<file path="src/rtl/mem_arb_pkg.sv">
`default_nettype none
// ---------------------------------------------------------------------------
// mem_arb_pkg : shared types and default sizing for the mem_arbiter slice
// Revision    : 1.0
// ---------------------------------------------------------------------------
package mem_arb_pkg;

   typedef enum logic [0:0] {
      S_INIT = 1'b0,
      S_RUN  = 1'b1
   } state_e;

   localparam int NPORTS        = 2;
   localparam int DEF_ADDRWIDTH = 12;
   localparam int DEF_DATAWIDTH = 16;
   localparam int DEF_WORDS     = 4096;

endpackage
`default_nettype wire

</file>
<file path="src/rtl/rr_arb2.sv">
`default_nettype none
// ---------------------------------------------------------------------------
// rr_arb2  : combinational 2-way round-robin, one-hot grant; pointer kept by parent
// Revision : 1.0
// ---------------------------------------------------------------------------
module rr_arb2
   import mem_arb_pkg::*;
(
   input  logic [NPORTS-1:0] req,
   input  logic              last,
   output logic [NPORTS-1:0] gnt
);

   // On contention the port that did not win last time is served.
   always_comb begin
      gnt = '0;
      if (req[0] && req[1]) begin
         if (last) begin
            gnt[0] = 1'b1;
         end else begin
            gnt[1] = 1'b1;
         end
      end else begin
         gnt = req;
      end
   end

endmodule
`default_nettype wire

</file>
<file path="src/rtl/mem_arbiter.sv">
`default_nettype none
// ---------------------------------------------------------------------------
// mem_arbiter : init sweep + 2-port round-robin front end for a sync-read memory
// Revision    : 1.0
// ---------------------------------------------------------------------------
module mem_arbiter
   import mem_arb_pkg::*;
#(
   parameter int ADDRWIDTH = DEF_ADDRWIDTH,
   parameter int DATAWIDTH = DEF_DATAWIDTH,
   parameter int WORDS     = DEF_WORDS,
   parameter int INIT_EN   = 1
) (
   input  logic                 clk,
   input  logic                 rst_n,
   input  logic                 req0,
   input  logic                 req1,
   input  logic                 we0,
   input  logic                 we1,
   input  logic [ADDRWIDTH-1:0] addr0,
   input  logic [ADDRWIDTH-1:0] addr1,
   input  logic [DATAWIDTH-1:0] wdata0,
   input  logic [DATAWIDTH-1:0] wdata1,
   output logic                 gnt0,
   output logic                 gnt1,
   output logic                 rvalid0,
   output logic                 rvalid1,
   output logic [DATAWIDTH-1:0] rdata0,
   output logic [DATAWIDTH-1:0] rdata1,
   output logic                 busy,
   output logic [ADDRWIDTH-1:0] mem_addr,
   output logic [DATAWIDTH-1:0] mem_d,
   output logic                 mem_load,
   input  logic [DATAWIDTH-1:0] mem_q
);

   localparam state_e               RESET_STATE = (INIT_EN != 0) ? S_INIT : S_RUN;
   localparam logic [ADDRWIDTH-1:0] CNT_MAX     = ADDRWIDTH'(WORDS - 1);

   if (WORDS != (1 << ADDRWIDTH)) begin : g_bad_depth
      $error("mem_arbiter: WORDS must equal 2**ADDRWIDTH");
   end

   state_e                 state_q, state_d;
   logic [ADDRWIDTH-1:0]   cnt_q, cnt_d;
   logic                   last_q, last_d;
   logic                   last_vld_q, last_vld_d;
   logic                   rd_pend_q, rd_pend_d;
   logic                   rd_tag_q, rd_tag_d;
   logic                   rvalid0_q, rvalid1_q;
   logic [ADDRWIDTH-1:0]   mem_addr_q, mem_addr_d;
   logic [DATAWIDTH-1:0]   mem_d_q, mem_d_d;
   logic                   mem_load_q, mem_load_d;

   logic [NPORTS-1:0]      arb_req;
   logic [NPORTS-1:0]      arb_gnt;
   logic                   last_eff;
   logic                   xfer;
   logic                   sel;
   logic                   sel_we;

   // Grants are gated by rst_n so nothing is offered while reset is held.
   assign arb_req  = (rst_n && (state_q == S_RUN)) ? {req1, req0} : '0;
   // Until the first transfer, act as if port 1 went last so port 0 wins first.
   assign last_eff = last_vld_q ? last_q : 1'b1;

   rr_arb2 u_rr_arb2 (
      .req  (arb_req),
      .last (last_eff),
      .gnt  (arb_gnt)
   );

   assign gnt0   = arb_gnt[0];
   assign gnt1   = arb_gnt[1];
   assign xfer   = |arb_gnt;
   assign sel    = arb_gnt[1];
   assign sel_we = sel ? we1 : we0;

   always_comb begin
      state_d    = state_q;
      cnt_d      = cnt_q;
      last_d     = last_q;
      last_vld_d = last_vld_q;
      rd_pend_d  = 1'b0;
      rd_tag_d   = rd_tag_q;
      mem_addr_d = mem_addr_q;
      mem_d_d    = mem_d_q;
      mem_load_d = 1'b0;
      unique case (state_q)
         S_INIT: begin
            mem_addr_d = cnt_q;
            mem_d_d    = DATAWIDTH'(cnt_q);
            mem_load_d = 1'b1;
            if (cnt_q == CNT_MAX) begin
               state_d = S_RUN;
            end else begin
               cnt_d = cnt_q + ADDRWIDTH'(1);
            end
         end
         S_RUN: begin
            if (xfer) begin
               mem_addr_d = sel ? addr1 : addr0;
               mem_d_d    = sel ? wdata1 : wdata0;
               mem_load_d = sel_we;
               rd_pend_d  = !sel_we;
               rd_tag_d   = sel;
               last_d     = sel;
               last_vld_d = 1'b1;
            end
         end
         default: ;
      endcase
   end

   always_ff @(posedge clk or negedge rst_n) begin
      if (!rst_n) begin
         state_q    <= RESET_STATE;
         cnt_q      <= '0;
         last_q     <= 1'b0;
         last_vld_q <= 1'b0;
         rd_pend_q  <= 1'b0;
         rd_tag_q   <= 1'b0;
         rvalid0_q  <= 1'b0;
         rvalid1_q  <= 1'b0;
         mem_addr_q <= '0;
         mem_d_q    <= '0;
         mem_load_q <= 1'b0;
      end else begin
         state_q    <= state_d;
         cnt_q      <= cnt_d;
         last_q     <= last_d;
         last_vld_q <= last_vld_d;
         rd_pend_q  <= rd_pend_d;
         rd_tag_q   <= rd_tag_d;
         rvalid0_q  <= rd_pend_q && !rd_tag_q;
         rvalid1_q  <= rd_pend_q && rd_tag_q;
         mem_addr_q <= mem_addr_d;
         mem_d_q    <= mem_d_d;
         mem_load_q <= mem_load_d;
      end
   end

   assign busy     = (state_q == S_INIT);
   assign rvalid0  = rvalid0_q;
   assign rvalid1  = rvalid1_q;
   assign rdata0   = mem_q;
   assign rdata1   = mem_q;
   assign mem_addr = mem_addr_q;
   assign mem_d    = mem_d_q;
   assign mem_load = mem_load_q;

endmodule
`default_nettype wire

</file>
<file path="config.mk">
export PLATFORM = sky130hd
export DESIGN_NAME = mem_arbiter
export DESIGN_NICKNAME = d
export VERILOG_FILES = /design/src/rtl/mem_arb_pkg.sv /design/src/rtl/rr_arb2.sv /design/src/rtl/mem_arbiter.sv
export SDC_FILE = /design/constraint.sdc
export NUM_CORES = 1
export LEC_CHECK = 0
export BUFFER_PORTS_ARGS = -buffer_cell sky130_fd_sc_hd__buf_2
export CAP_MARGIN = 15
export CORE_ASPECT_RATIO = 0.75
export CORE_UTILIZATION = 43
export CTS_CLUSTER_SIZE = 25
export DETAILED_ROUTE_END_ITERATION = 16
export GPL_TIMING_DRIVEN = 0
export PLACE_DENSITY = 0.8
export SLEW_MARGIN = 10
export SYNTH_ARGS = -nofsm -noshare
export SYNTH_HDL_FRONTEND = slang
export SYNTH_HIERARCHICAL = 1
export SYNTH_SLANG_ARGS = --single-unit
</file>
<file path="constraint.sdc">
create_clock -name clk -period 3.12 [get_ports clk]
set_input_delay 0.156 -clock clk [delete_from_list [all_inputs] [get_ports clk]]
set_output_delay 0.156 -clock clk [all_outputs]
set_load 0.01 [all_outputs]
</file>
==> impl_metrics.yaml <==
detailed_routing:
  routedWlPerCell_um: 14.4
  drc: 0
  drtIter0Drc: 141
  drt-pass1-iter-count: 4
  drt_wl_total_um: 7230
  vias_per_cell: 5.18
  vias: 2601
  ant_nets: 0
setup_path:
  path_max_fanout: 10
  endpoint_kind: "flip-flop"
  crit_chain: "buf_4 -> buf_2 -> buf_2 -> and3_1 -> a21boi_1 -> clkbuf_1 -> o21ai_0 -> a221o_1"
  slowest_delay_ps: 490
  path_class: "flip-flop to flip-flop"
  crit_top_cell: "buf_2"
  critPathRequiredTime_ps: 3300
  cp.arrival_ps: 3000
  setup.worst_path.start_class: "flip-flop"
  slowest_stage: "a21boi_1"
logic_synthesis:
  syn-num-nets: 365
  yosysSeqAreaShare: 0.421
  synth_most_common_cell: "dfrtp_1"
  yosysTopAreaCellShare: 0.421
  synth_area_leaders: "dfrtp_1 42%, buf_4 9.7%, nand2_1 4.8%"
  synth_area_mm2: 0.00279
  synth_seq_cells: 47
  synth_cell_types: 41
  synth_edf_count: 0
  yosysWarnings: 6
  yosys.area.top_type: "dfrtp_1"
  netlist_instances: 286
  ys.flop_type: "dfrtp_1"
  synth_common_cells: "47 x dfrtp_1, 36 x buf_4, 36 x nand2_1, 17 x a21o_1, 15 x o21ai_0"
  synth.avg_cell_area_um2: 9.77
  synthArstFlopShare: 1.00
floorplanning:
  die-width_um: 95.1
  core_area_mm2: 0.00629
  die_y_um: 71.8
  dieArea_mm2: 0.00683
  num_io_pins: 144
  rows: 25
  start_util: 0.444
global_routing:
  antenna_found_initial: 0
  grt_first_pass_wirelength_um: 11300
  gr-total-overflow: 0
  grt_pass1_vias: 2363
  grt_use_total: 0.220
  grt_max_degree: 50
finish:
  antenna_cells: 0
  nets: 501
  drive_above_1_share: 0.461
  fillers: 584
  syn_to_final_growth_pct: 30.0
pwr:
  pwr-share-comb: 0.108
  p_int_uw: 827
  p_sw_uw: 237
  leakagePower_uw: 0.00194
  p_sw_frac: 0.222
  p_clk_frac: 0.320
  ir_worst_vdd_uv: 151
  p_seq_frac: 0.572
  power_per_cell_area_mw_per_mm2: 293
  finalPower_uw: 1060
clock_network:
  clock_latency_ps: 300
  cts_tree: "done"
  clkSlewWorstSetupHoldPaths_ps: 80
  clock_sinks: 47
  cts_root_buf: "clkbuf_8"
  cts_setup_buffers: 0
  clock_path_buffers: 2
  cts_max_level: 2
  numCtsBuffers: 5
placed_design:
  place_congestion: 0.811
  hpwl_um: 5460
  numPortBuffers: 127
sta:
  fmax_mhz: 355
  hold_viol: 0
  worst_slew_pin_slew_ps: 596
  max-slew-margin-rel: 0.602
  min_period_ps: 2820
  min_period_over_period: 0.903
  rsz0062_at_grt: "no"
  worst_hold_slack_ps: 97.6
  setup_viol: 0
  drv_slew: 0
  finalClockSkew_ps: 5.76
  tns_ps: 0
run_status:
  status: "completed"
worst_hold_path:
  min-delay-path-class: "primary input to flip-flop"
run:
  max_cap_viol_count: 0
-- cells by family (layout without fill, tap and decap cells) --
group,Yosys count,in the layout,share of synthesized area
AO/OA/AOI/OAI,68,68,0.179
multiplexers,19,19,0.0725
flip-flops,47,47,0.421
AND/OR/NAND/NOR,90,90,0.178
adder cells (fa/ha/maj),1,1,0.00448
buffers and inverters,58,193,0.136
XOR/XNOR,3,3,0.00941
-- worst paths after layout --
check	from	to	slack (ps)	cells after the start
max	state_q	mem_d[6]	300	8
min	wdata1[13]	mem_d[13]	100	3
max reg2reg	state_q	mem_d[6]	300	8
min reg2reg	rd_tag_q	rvalid0	470	1
max in group asynchronous	rst_n	mem_addr[6]	2360	3
min in group asynchronous	rst_n	mem_addr[3]	260	2
-- flip-flops by register name, summed over array words and instances (netlist names) --
register and flops:
rd_tag_q 1, cnt_q 12, rvalid1 1, rd_pend_q 1, mem_d 16, mem_addr 12
state_q 1, last_vld_q 1, rvalid0 1, mem_load 1
-- cells in the final DEF, fill, tap and decap left out, drive strengths merged, types with 3 or more instances in the layout --
master    n
inv       5
a41oi     3
and2      3
buf     176
nand2b    4
and4      3
and3      4
a31oi    12
xor2      3
mux2i    12
nor2     12
nand4     4
nor2b     7
clkbuf   11
nand2    36
nand3b   10
dfrtp    47
a21oi     8
a221o     7
o21ai    15
mux2      7
a21o     17
-- layout make-up --
cell class                 instances  area (um2)  area share
inverter                           5        18.8     0.00517
buffer                            53         362      0.0995
tap                               81         101      0.0279
sequential                        47        1180       0.324
multi-input combinational        181        1240       0.341
timing repair buffer             129         666       0.183
clock buffer                       6        72.6      0.0200
-- repair_timing --
item / CTS / global route
hold buffers: 0 / 1
hold endpoints to repair: 0 / 10
endpoints found under the setup margin: 0 / 19
gates resized for setup: 0 / 1
-- power by group through the flow --
stage | Clock, uW | Combinational [uW] | Sequential (uW)
final | 340 | 115 | 608
after detailed placement | 0 | 113 | 621
after floorplan | 0 | 43.0 | 621
after global placement | 0 | 111 | 621
after CTS | 349 | 113 | 608
after global routing | 373 | 127 | 609
-- routing by layer --
metal  up-vias  global-route usage  share of wire
met4         0              0.0640          0.011
li1       1241                   -              -
met5         -                   0              0
met3         9              0.0541          0.081
met2       119               0.344           0.46
met1      1232               0.301           0.45
-- worst max-delay path: cells and delay by family (launching register included) --
| family | cells | cell delay (ps) |
|---|---|---|
| AOI/OAI and AO/OA | 3 | 970 |
| and+or+nand+nor | 1 | 220 |
| DFF | 1 | 350 |
| buffers and inverters | 4 | 1160 |
-- metrics by stage --
| stage | instances | util | cell area, um2 | setup WS [ps] |
|---|---|---|---|---|
| 6_report | 502 | 0.578 | 3630 | 304 |
| 5_1_grt | 502 | 0.578 | 3630 | 87.0 |
| 4_1_cts | 500 | 0.573 | 3600 | 126 |
| 3_5_place_dp | 494 | 0.562 | 3530 | 52.7 |
| 3_3_place_gp | 494 | 0.562 | 3530 | 109 |
| 2_1_floorplan | 286 | - | 2790 | 580 |
Note: power is estimated with default switching activity, not from simulation.
